`src/rtl/rnn_mem_sched.sv`:
```
// Memory-port scheduler: shares the external parameter/result memory port between
// the parameter-fetch read engine and the hidden-state writeback engine.
`timescale 1ns/1ps

module rnn_mem_sched #(
  parameter int AW = 17,
  parameter int DW = 20,
  parameter int LW = 13
) (
  input  logic          clk,
  input  logic          reset,
  // read requester (parameter fetch)
  input  logic          ra_req,
  input  logic [2:0]    ra_sel,
  input  logic [AW-1:0] ra_addr,
  input  logic [LW-1:0] ra_len,
  output logic          ra_gnt,
  output logic          ra_rvalid,
  output logic [DW-1:0] ra_rdata,
  output logic          ra_done,
  // write requester (hidden-state writeback)
  input  logic          wb_req,
  input  logic [AW-1:0] wb_addr,
  input  logic [LW-1:0] wb_len,
  output logic          wb_gnt,
  output logic          wb_wready,
  input  logic [DW-1:0] wb_wdata,
  output logic          wb_done,
  // external memory port
  output logic          mce,
  output logic [2:0]    msel,
  output logic [AW-1:0] maddr,
  output logic [DW-1:0] mdata_w,
  input  logic [DW-1:0] mdata_r,
  output logic          sched_busy,
  output logic [2:0]    o_dbg_state
);

  // Handshake: *_req is a level held until the one-cycle *_gnt pulse, after which the
  // burst runs at a fixed rate with no backpressure; ra_rvalid qualifies ra_rdata, and
  // wb_wready marks the cycles whose wb_wdata is consumed at the closing clock edge.

  localparam logic [2:0] S_IDLE    = 3'd0;
  localparam logic [2:0] S_RD      = 3'd1;
  localparam logic [2:0] S_RD_TAIL = 3'd2;
  localparam logic [2:0] S_WR      = 3'd3;
  localparam logic [2:0] S_WR_TAIL = 3'd4;

  localparam logic [2:0] SEL_WB      = 3'b101;
  localparam logic [2:0] SEL_LAST_RD = 3'b100;

  logic [2:0]    r_state;
  logic          r_last_wr;
  logic [LW-1:0] r_len;
  logic [LW-1:0] r_beat;
  logic [AW-1:0] r_next_addr;

  logic          r_mce;
  logic [2:0]    r_msel;
  logic [AW-1:0] r_maddr;
  logic [DW-1:0] r_mdata_w;

  logic          r_ra_gnt;
  logic          r_ra_rvalid;
  logic [DW-1:0] r_ra_rdata;
  logic          r_ra_done;
  logic          r_wb_gnt;
  logic          r_wb_wready;
  logic          r_wb_done;

  logic w_ra_legal;
  logic w_ra_access;
  logic w_grant_rd;
  logic w_grant_wr;
  logic w_rd_strobe;

  // Illegal selects collapse to a zero-length burst so the read port can never write.
  assign w_ra_legal  = (ra_sel <= SEL_LAST_RD);
  assign w_ra_access = w_ra_legal && (ra_len != '0);

  // On a tie the port not served last wins.
  assign w_grant_rd  = ra_req && (!wb_req || r_last_wr);
  assign w_grant_wr  = wb_req && !w_grant_rd;

  assign w_rd_strobe = r_mce && (r_state == S_RD);

  always_ff @(posedge clk) begin
    if (!reset) begin
      r_state     <= S_IDLE;
      r_last_wr   <= 1'b1;
      r_len       <= '0;
      r_beat      <= '0;
      r_next_addr <= '0;
      r_mce       <= 1'b0;
      r_msel      <= '0;
      r_maddr     <= '0;
      r_mdata_w   <= '0;
      r_ra_gnt    <= 1'b0;
      r_ra_rvalid <= 1'b0;
      r_ra_rdata  <= '0;
      r_ra_done   <= 1'b0;
      r_wb_gnt    <= 1'b0;
      r_wb_wready <= 1'b0;
      r_wb_done   <= 1'b0;
    end else begin
      r_ra_gnt    <= 1'b0;
      r_wb_gnt    <= 1'b0;
      r_ra_done   <= 1'b0;
      r_wb_done   <= 1'b0;
      r_ra_rvalid <= w_rd_strobe;
      if (w_rd_strobe) begin
        r_ra_rdata <= mdata_r;
      end

      case (r_state)
        S_IDLE: begin
          if (w_grant_rd) begin
            r_state     <= S_RD;
            r_last_wr   <= 1'b0;
            r_ra_gnt    <= 1'b1;
            r_len       <= w_ra_legal ? ra_len : '0;
            r_next_addr <= ra_addr + AW'(1);
            if (w_ra_access) begin
              // First beat goes out in the grant cycle itself.
              r_mce   <= 1'b1;
              r_msel  <= ra_sel;
              r_maddr <= ra_addr;
              r_beat  <= LW'(1);
            end else begin
              r_beat  <= '0;
            end
          end else if (w_grant_wr) begin
            r_state     <= S_WR;
            r_last_wr   <= 1'b1;
            r_wb_gnt    <= 1'b1;
            r_len       <= wb_len;
            r_next_addr <= wb_addr;
            r_wb_wready <= (wb_len != '0);
            r_beat      <= (wb_len != '0) ? LW'(1) : '0;
          end
        end

        S_RD: begin
          if (r_beat == r_len) begin
            r_mce     <= 1'b0;
            r_msel    <= '0;
            r_maddr   <= '0;
            r_ra_done <= 1'b1;
            r_state   <= S_RD_TAIL;
          end else begin
            r_mce       <= 1'b1;
            r_maddr     <= r_next_addr;
            r_next_addr <= r_next_addr + AW'(1);
            r_beat      <= r_beat + LW'(1);
          end
        end

        S_RD_TAIL: begin
          r_state <= S_IDLE;
        end

        S_WR: begin
          // Data accepted under wready goes onto the port one cycle later.
          if (r_wb_wready) begin
            r_mce       <= 1'b1;
            r_msel      <= SEL_WB;
            r_maddr     <= r_next_addr;
            r_mdata_w   <= wb_wdata;
            r_next_addr <= r_next_addr + AW'(1);
          end else begin
            r_mce     <= 1'b0;
            r_msel    <= '0;
            r_maddr   <= '0;
            r_mdata_w <= '0;
          end
          if (r_beat == r_len) begin
            r_wb_wready <= 1'b0;
            r_wb_done   <= 1'b1;
            r_state     <= S_WR_TAIL;
          end else begin
            r_beat <= r_beat + LW'(1);
          end
        end

        S_WR_TAIL: begin
          r_mce     <= 1'b0;
          r_msel    <= '0;
          r_maddr   <= '0;
          r_mdata_w <= '0;
          r_state   <= S_IDLE;
        end

        default: begin
          r_state <= S_IDLE;
        end
      endcase
    end
  end

  assign ra_gnt      = r_ra_gnt;
  assign ra_rvalid   = r_ra_rvalid;
  assign ra_rdata    = r_ra_rdata;
  assign ra_done     = r_ra_done;
  assign wb_gnt      = r_wb_gnt;
  assign wb_wready   = r_wb_wready;
  assign wb_done     = r_wb_done;
  assign mce         = r_mce;
  assign msel        = r_msel;
  assign maddr       = r_maddr;
  assign mdata_w     = r_mdata_w;
  assign sched_busy  = (r_state != S_IDLE);
  assign o_dbg_state = r_state;

endmodule
```
`config.mk`:
```
export PLATFORM = sky130hd
export DESIGN_NAME = rnn_mem_sched
export DESIGN_NICKNAME = d
export VERILOG_FILES = /design/src/rtl/rnn_mem_sched.sv
export SDC_FILE = /design/constraint.sdc
export NUM_CORES = 1
export LEC_CHECK = 0
export CORE_ASPECT_RATIO = 0.5
export CORE_MARGIN = 10
export CORE_UTILIZATION = 50
export CTS_BUF_LIST = sky130_fd_sc_hd__clkbuf_16
export DETAILED_ROUTE_END_ITERATION = 8
export GPL_ROUTABILITY_DRIVEN = 0
export HOLD_SLACK_MARGIN = 0.02
export PLACE_DENSITY = 0.86
export SYNTH_ARGS = -nofsm -noshare
export SYNTH_HDL_FRONTEND = slang
export SYNTH_SLANG_ARGS = --single-unit
```
`constraint.sdc`:
```
create_clock -name clk -period 4.7 [get_ports clk]
set_input_delay 1.41 -clock clk [delete_from_list [all_inputs] [get_ports clk]]
set_output_delay 1.41 -clock clk [all_outputs]
set_load 0.01 [all_outputs]
```
==> results.sh, run 1 <==
export IMPL_start_util=0.508
export IMPL_overflow=0
export IMPL_cts_sinks=114
export IMPL_powerDensity_mw_per_mm2=404
export IMPL_synth_area_sq_mm=0.00555
export IMPL_wl_per_cell_microns=18.9
export IMPL_synth_area_per_cell_sq_um=8.03
export IMPL_power_w=0.00322
export IMPL_cts_hold_buffers=0
export IMPL_ys_flop_type="dfxtp_1"
export IMPL_ys_seq_elements=114
export IMPL_row_count=27
export IMPL_numCtsBuffers=17
export IMPL_io_pins=178
export IMPL_dp_hpwl_mm=13.4
export IMPL_die_x_microns=169
export IMPL_endpoint="sched_busy"
export IMPL_die_area_sq_mm=0.0160
export IMPL_period_needed_ns=3.42
export IMPL_reg2reg_from="o_dbg_state[0]"
export IMPL_drc=0
export IMPL_avgViaCountPerCell=5.97
export IMPL_place_port_buffers=177
export IMPL_power_leakage_nw=2.84
export IMPL_whs_path_depth=2
export IMPL_grt_pass1_wl_mm=29.9
export IMPL_synthCells=691
export IMPL_slew_headroom=0.362
export IMPL_syn_nets=801
export IMPL_cp_start_kind="register"
export IMPL_synth_edff_count=0
export IMPL_tightestPinTransition_ns=0.957
export IMPL_fmax_ghz=0.293
export IMPL_ir_drop_uv=261
export IMPL_yosys_top_cells_count="114 x dfxtp_1, 78 x nand2_1, 77 x nor2_1"
export IMPL_yosys_top_cells_area="dfxtp_1 41%, a21oi_1 6.4%, a22oi_1 5.3%"
export IMPL_netlist_area_leader_share=0.411
export IMPL_ctsResizeCount=0
export IMPL_final_nets=958
export IMPL_area_growth_pct=43.5
export IMPL_crit_type="register to output port"
export IMPL_ys_async_sr_fraction=0
export IMPL_startpoint="o_dbg_state[1]"
export IMPL_ys_seq_area_frac=0.411
export IMPL_tns_ns=0
export IMPL_outcome="finished clean"
export IMPL_crit_arrival_ns=2.01
export IMPL_clk_path_buf_depth=2
export IMPL_rrSetupSlack_ns=2.12
export IMPL_synth_cell_types=59
export IMPL_clock_latency_ns=0.41
export IMPL_holdCritPathClass="register to register"
export IMPL_cp_end_kind="output port"
export IMPL_setup_viol=0
export IMPL_clkSlewWorstSetupHoldPaths_ns=0.06
export IMPL_core_area_sq_mm=0.0109
export IMPL_drive_gt1_frac=0.0708
export IMPL_insertedDiodeCount=0
export IMPL_root_buffer="clkbuf_16"
export IMPL_postCtsSetupBuffers=0
export IMPL_finalCritPeriodShare=0.727
export IMPL_drt_iter0_drc=797
export IMPL_synth_most_common_cell="dfxtp_1"
export IMPL_grt_max_degree=36
export IMPL_rsz0062_at_grt="no"
export IMPL_yosysWarnings=0
export IMPL_dr_pass1_iters=6
export IMPL_worst_r2r_path_depth=7
export IMPL_hold_violations=0
export IMPL_crit_fanout=15
export IMPL_drv_slew=0
export IMPL_vias=6008
export IMPL_reg2reg_to="maddr[12]"
export IMPL_die_h_microns=94.5
export IMPL_worstPathRequired_ns=3.29
export IMPL_synth_area_leader_cell="dfxtp_1"
export IMPL_grt_pass1_vias=5727
export IMPL_htree_num_levels=4
export IMPL_routed_wl_mm=19.1
export IMPL_fin_skew_ns=0.00848
export IMPL_antenna_found_initial=0
export IMPL_drtAntennaViolNets=0
export IMPL_grtUsageTotal=0.228
export IMPL_cts_tree="built"
export IMPL_maxCapViolations=0
-- worst min-delay path by stage --
| stage | endpoint | slack (ns) | start |
|---|---|---|---|
| after floorplan | r_last_wr | 0.43 | r_last_wr |
| after global placement | ra_rdata[7] | 0.44 | ra_rdata[7] |
| after detailed placement | ra_rdata[13] | 0.45 | ra_rdata[13] |
| after CTS | ra_rdata[13] | 0.45 | ra_rdata[13] |
| after global routing | ra_rdata[2] | 0.47 | ra_rdata[2] |
| final | ra_rdata[13] | 0.45 | ra_rdata[13] |
-- metrics by stage --
step / hold WS (ns) / instances / setup WS, ns / util / instance area [sq um]
6_report: 0.451 / 1006 / 1.28 / 0.730 / 7960
3_3_place_gp: 0.441 / 974 / 1.12 / 0.675 / 7370
3_5_place_dp: 0.446 / 974 / 1.05 / 0.675 / 7370
4_1_cts: 0.453 / 1006 / 1.31 / 0.730 / 7960
5_1_grt: 0.471 / 1006 / 1.18 / 0.730 / 7960
2_1_floorplan: 0.432 / 691 / 1.88 / - / 5550
-- layer usage --
| layer | global-route usage | wire [microns] |
|---|---|---|
| met2 | 0.374 | 9240 |
| met1 | 0.277 | 7500 |
| met5 | 0 | 0 |
| met4 | 0.0879 | 386 |
| met3 | 0.0746 | 1940 |
-- state kept, by name (all words and copies together) (netlist names) --
signal,flops
r_last_wr,1
wb_gnt,1
ra_rdata,20
wb_wready,1
r_next_addr,17
r_beat,13
o_dbg_state,3
ra_done,1
mce,1
mdata_w,20
wb_done,1
ra_gnt,1
msel,3
r_len,13
maddr,17
ra_rvalid,1
-- report_power, final --
group | switching [W] | internal (W) | total (W)
combinational | 0.000422 | 0.000337 | 0.000759
sequential | 0.0000959 | 0.00106 | 0.00116
clock | 0.000469 | 0.000826 | 0.00129
total | 0.000987 | 0.00223 | 0.00322
-- area by class of cell --
cell class | instances | area, sq um
well taps | 145 | 181
clock buffers | 17 | 425
multi-input cells | 515 | 3010
flip-flops and latches | 114 | 2280
fillers | 814 | 2950
repair buffers | 188 | 1850
inverters | 12 | 45.0
clock inverters | 15 | 166
-- cells in the final DEF, fill, tap and decap left out, types with 3 or more instances in the layout --
cell type	count
clkinv_1	3
nor2_1	77
a211oi_1	7
a2111oi_0	3
nand3_1	22
o21a_1	3
clkbuf_16	17
clkdlybuf4s50_1	177
a221oi_1	13
o21ai_0	42
dfxtp_1	114
nand2b_1	3
nand4_1	12
nor3_1	26
nor4_1	9
xnor2_1	13
nor3_2	3
xor2_1	18
or2_2	4
bufinv_16	3
clkinvlp_4	5
and3_1	7
buf_4	11
mux2i_1	3
or3_1	7
o22ai_1	4
ha_1	3
o21ai_1	5
a22oi_1	39
a21oi_1	71
inv_1	11
o211ai_1	4
a31oi_1	5
nand2_1	78
-- kinds of logic (layout without fill, tap and decap cells) --
kind of cell / count (synthesis) / in the layout / share of synthesized area
compound gates: 216 / 216 / 0.253
fa+ha+maj: 3 / 3 / 0.00677
flops: 114 / 114 / 0.411
simple gates: 262 / 262 / 0.227
buf+inv: 62 / 232 / 0.0469
mux: 3 / 3 / 0.00541
xor+xnor: 31 / 31 / 0.0489
-- worst max-delay path: stages (launching register included) --
cell and delay, ns:
dfxtp_1 0.49, nor3_2 0.48, inv_1 0.10, clkdlybuf4s50_1 0.52
No activity file was read; power rests on OpenSTA's default activity.
==> inputs of run 2 (changes only) <==
CORE_UTILIZATION = 47   (was 50)
PLACE_DENSITY = 0.81   (was 0.86)
clock period = 3.31 ns   (was 4.7 ns; I/O delays follow)
==> run 2 against run 1 <==
Compared with the run above:
- global-route usage shrank 1.1 points
- critical path depth is the same
- total power grew 41%
- cell area grew 0.50%
- core utilization shrank 1.8 points
- register-to-register slack lost 1.4 ns
- worst hold slack gained 0.00075 ns
- sequential share of layout area shrank 0.14 points
- setup slack lost 0.90 ns
- die area grew 5.3%
- count of clock-buffer cells in the layout is the same
- clock skew is essentially flat
==> results.sh, run 2 (same netlist as run 1, synthesis figures left out) <==
export IMPL_rsz0062_at_grt="no"
export IMPL_multiInputGateArea_sq_mm=0.00301
export IMPL_vias=6042
export IMPL_cts_sinks=114
export IMPL_clkSlewWorstSetupHoldPaths_ns=0.06
export IMPL_dr_pass1_iters=5
export IMPL_root_buffer="clkbuf_16"
export IMPL_antenna_found_initial=0
export IMPL_holdCritPathClass="register to register"
export IMPL_crit_type="register to output port"
export IMPL_holdWs_ns=0.452
export IMPL_grt_pass1_vias=5678
export IMPL_start_util=0.493
export IMPL_powerDensity_mw_per_mm2=568
export IMPL_setup_viol=0
export IMPL_crit_arrival_ns=1.93
export IMPL_htree_num_levels=4
export IMPL_overflow=0
export IMPL_row_count=27
export IMPL_n_fill_cell=845
export IMPL_area_growth_pct=44.2
export IMPL_wl_per_cell_microns=18.8
export IMPL_avgViaCountPerCell=5.90
export IMPL_core_area_sq_mm=0.0112
export IMPL_ctsResizeCount=0
export IMPL_drc=0
export IMPL_insertedDiodeCount=0
export IMPL_place_port_buffers=177
export IMPL_drt_iter0_drc=610
export IMPL_power_leakage_nw=2.87
export IMPL_drtAntennaViolNets=0
export IMPL_ir_drop_uv=371
export IMPL_worstPathRequired_ns=2.32
export IMPL_cp_end_kind="output port"
export IMPL_final_seq_area_sq_mm=0.00228
export IMPL_drv_slew=0
export IMPL_cts_tree="built"
export IMPL_placedCellCount=992
export IMPL_layout_commonest_cell="clkdlybuf4s50_1"
export IMPL_grt_max_degree=36
export IMPL_clk_path_buf_depth=2
export IMPL_die_h_microns=96.8
export IMPL_hold_violations=0
export IMPL_fin_skew_ns=0.00890
export IMPL_finalCritPeriodShare=0.884
export IMPL_numCtsBuffers=17
export IMPL_stdcell_count=1024
export IMPL_io_pins=178
export IMPL_mostFrequentLayoutCells="177 x clkdlybuf4s50_1, 114 x dfxtp_1, 78 x nand2_1, 77 x nor2_1, 71 x a21oi_1"
export IMPL_dp_hpwl_mm=13.6
export IMPL_crit_fanout=15
export IMPL_drive_gt1_frac=0.0786
export IMPL_final_nets=962
export IMPL_postCtsSetupBuffers=0
export IMPL_clock_latency_ns=0.42
export IMPL_period_needed_ns=2.93
export IMPL_tightestPinTransition_ns=0.975
export IMPL_tns_ns=0
export IMPL_routed_wl_mm=19.3
export IMPL_die_x_microns=174
export IMPL_cts_hold_buffers=0
export IMPL_maxCapViolations=0
export IMPL_grtUsageTotal=0.217
export IMPL_grt_pass1_wl_mm=30.5
export IMPL_slew_headroom=0.350
export IMPL_fmax_ghz=0.342
export IMPL_outcome="finished clean"
export IMPL_cp_start_kind="register"
export IMPL_die_area_sq_mm=0.0168
run 2: cell count changes in the layout (fill, tap and decap cells not counted):
cell,delta
buf_4,+4
bufinv_16,-1
clkinv_1,-3
clkinv_2,+1
clkinv_4,+3
clkinvlp_4,-2
inv_6,+2
run 2: metal layers:
metal  vias up  track usage  share of wire
li1       2837            -              -
met1      2849        0.266           0.41
met2       318        0.363           0.48
met3        38       0.0542          0.090
met4         0       0.0738          0.020
met5         -            0              0
run 2: worst paths after layout:
path | from | end | slack [ns] | depth (start not counted)
worst max-delay path | o_dbg_state[1] | sched_busy | 0.38 | 3
worst min register to register | ra_rdata[18] | ra_rdata[18] | 0.45 | 2
worst min-delay path | ra_rdata[18] | ra_rdata[18] | 0.45 | 2
worst max register to register | o_dbg_state[0] | maddr[14] | 0.70 | 6
run 2: layout make-up:
type / count / share of cell area
Inverter: 12 / 0.00563
Tap cell: 159 / 0.0249
Multi-Input combinational cell: 515 / 0.376
Clock buffer: 17 / 0.0532
Clock inverter: 15 / 0.0199
Sequential cell: 114 / 0.285
Timing Repair Buffer: 192 / 0.236
run 2: per-stage QoR:
| step | worst slack, ns | area (sq um) | total power (W) | utilization |
|---|---|---|---|---|
| finish | 0.383 | 8000 | 0.00454 | 0.711 |
| global route | 0.278 | 8000 | 0.00472 | 0.711 |
| CTS | 0.386 | 8000 | 0.00454 | 0.711 |
| detailed placement | 0.164 | 7420 | 0.00272 | 0.659 |
| global placement | 0.263 | 7420 | 0.00270 | 0.659 |
| floorplan | 0.907 | 5550 | 0.00227 | - |
run 2: critical path, cell delays in order, from the launching register on:
cell and delay (ns):
dfxtp_1 0.48, nor3_2 0.44, inv_1 0.09, clkdlybuf4s50_1 0.51
run 2: power breakdown:
part           leakage (nW)  switching (W)  internal [W]
combinational          1.66       0.000597      0.000486
clock                 0.280       0.000700       0.00111
sequential            0.932       0.000137       0.00151
==> inputs of run 3 (changes only) <==
CORE_UTILIZATION = 50   (was 47)
PLACE_DENSITY = 0.86   (was 0.81)
SLEW_MARGIN = 20   (was not set)
clock period = 3.62 ns   (was 3.31 ns; I/O delays follow)
==> run 3 against run 2 <==
Compared with the run above:
- clock power decreased by 4%
- clock skew increased by 0.0034 ns
- total power decreased by 6.9%
- die area decreased by 5.0%
- worst hold slack about the same
- global-route usage increased by 1.5 points
- routed wire length increased by 0.13%
- first-iteration DRC count increased by 15%
- critical path type unchanged
- largest power group unchanged
==> results.sh, run 3 (same netlist as run 1, synthesis figures left out) <==
export IMPL_outcome="finished clean"
export IMPL_root_buffer="clkbuf_16"
export IMPL_place_port_buffers=177
export IMPL_io_pins=178
export IMPL_crit_arrival_ns=2.01
export IMPL_drt_iter0_drc=701
export IMPL_drive_gt1_frac=0.0753
export IMPL_n_fill_cell=789
export IMPL_holdCritPathClass="register to register"
export IMPL_die_area_sq_mm=0.0160
export IMPL_cts_tree="built"
export IMPL_holdWs_ns=0.451
export IMPL_finalCritPeriodShare=0.856
export IMPL_hold_violations=0
export IMPL_overflow=0
export IMPL_setup_viol=0
export IMPL_routed_wl_mm=19.3
export IMPL_worstPathRequired_ns=2.53
export IMPL_numCtsBuffers=17
export IMPL_grtUsageTotal=0.232
export IMPL_final_core_util=0.734
export IMPL_clock_latency_ns=0.42
export IMPL_drc=0
export IMPL_fmax_ghz=0.323
export IMPL_crit_type="register to output port"
export IMPL_vias=6089
export IMPL_dp_hpwl_mm=13.5
export IMPL_final_nets=960
export IMPL_ir_drop_uv=320
export IMPL_tns_ns=0
export IMPL_htree_num_levels=4
export IMPL_die_x_microns=169
export IMPL_crit_fanout=15
export IMPL_slew_headroom=0.349
export IMPL_powerDensity_mw_per_mm2=528
export IMPL_insertedDiodeCount=0
export IMPL_row_count=27
export IMPL_drtAntennaViolNets=0
export IMPL_grt_max_degree=36
export IMPL_tightestPinTransition_ns=0.977
export IMPL_cts_sinks=114
export IMPL_maxCapViolations=0
export IMPL_layout_commonest_cell="clkdlybuf4s50_1"
export IMPL_antenna_found_initial=0
export IMPL_period_needed_ns=3.10
export IMPL_dr_pass1_iters=6
export IMPL_cp_start_kind="register"
export IMPL_avgViaCountPerCell=6.04
export IMPL_power_leakage_nw=2.87
export IMPL_cts_hold_buffers=0
export IMPL_cp_end_kind="output port"
export IMPL_grt_pass1_wl_mm=30.4
export IMPL_ctsResizeCount=0
export IMPL_start_util=0.508
export IMPL_drv_slew=0
export IMPL_clk_path_buf_depth=2
export IMPL_grt_pass1_vias=5792
export IMPL_rsz0062_at_grt="no"
export IMPL_wl_per_cell_microns=19.2
export IMPL_area_growth_pct=44.3
export IMPL_postCtsSetupBuffers=0
export IMPL_die_h_microns=94.5
export IMPL_power_w=0.00423
export IMPL_clkSlewWorstSetupHoldPaths_ns=0.06
export IMPL_mostFrequentLayoutCells="177 x clkdlybuf4s50_1, 114 x dfxtp_1, 78 x nand2_1, 77 x nor2_1, 71 x a21oi_1"
export IMPL_fin_skew_ns=0.0123
export IMPL_core_area_sq_mm=0.0109
run 3: path summary, 6_finish.rpt:
path                  startpoint          end  slack (ns)  cells past startpoint
hold reg to reg      ra_rdata[7]  ra_rdata[7]        0.45                      2
setup / recovery  o_dbg_state[1]   sched_busy        0.52                      3
setup reg to reg  o_dbg_state[0]    maddr[10]        0.98                      7
hold / removal       ra_rdata[7]  ra_rdata[7]        0.45                      2
run 3: through the flow:
step | worst slack, ns | cells | area [sq um]
after floorplan | 1.12 | 691 | 5550
after detailed placement | 0.232 | 976 | 7400
after global routing | 0.463 | 1008 | 8000
final | 0.523 | 1008 | 8000
after CTS | 0.557 | 1008 | 8000
after global placement | 0.357 | 976 | 7400
run 3: critical path: stages, from the launching register on:
cell             delay (ns)
dfxtp_1                0.49
nor3_2                 0.48
inv_1                  0.10
clkdlybuf4s50_1        0.53
run 3: cell type report:
type	instances	area (sq um)	area share
Inverter	12	45.0	0.00563
Clock buffer	17	425	0.0531
Sequential cell	114	2280	0.285
Timing Repair Buffer	190	1880	0.235
Tap cell	145	181	0.0227
Clock inverter	15	183	0.0228
Multi-Input combinational cell	515	3010	0.375
run 3: power by group:
| part | leakage (nW) | switching, W | internal (W) | total [W] |
|---|---|---|---|---|
| Combinational | 1.65 | 0.000550 | 0.000442 | 0.000992 |
| Clock | 0.288 | 0.000639 | 0.00109 | 0.00173 |
| Sequential | 0.932 | 0.000128 | 0.00138 | 0.00151 |
| Total | 2.87 | 0.00132 | 0.00291 | 0.00423 |
run 3: layer usage:
| metal | global-route usage | up-vias | wire (microns) |
|---|---|---|---|
| met3 | 0.0618 | 53 | 1720 |
| met2 | 0.389 | 357 | 9380 |
| li1 | - | 2828 | - |
| met4 | 0.0929 | 0 | 514 |
| met5 | 0 | - | 0 |
| met1 | 0.281 | 2851 | 7700 |
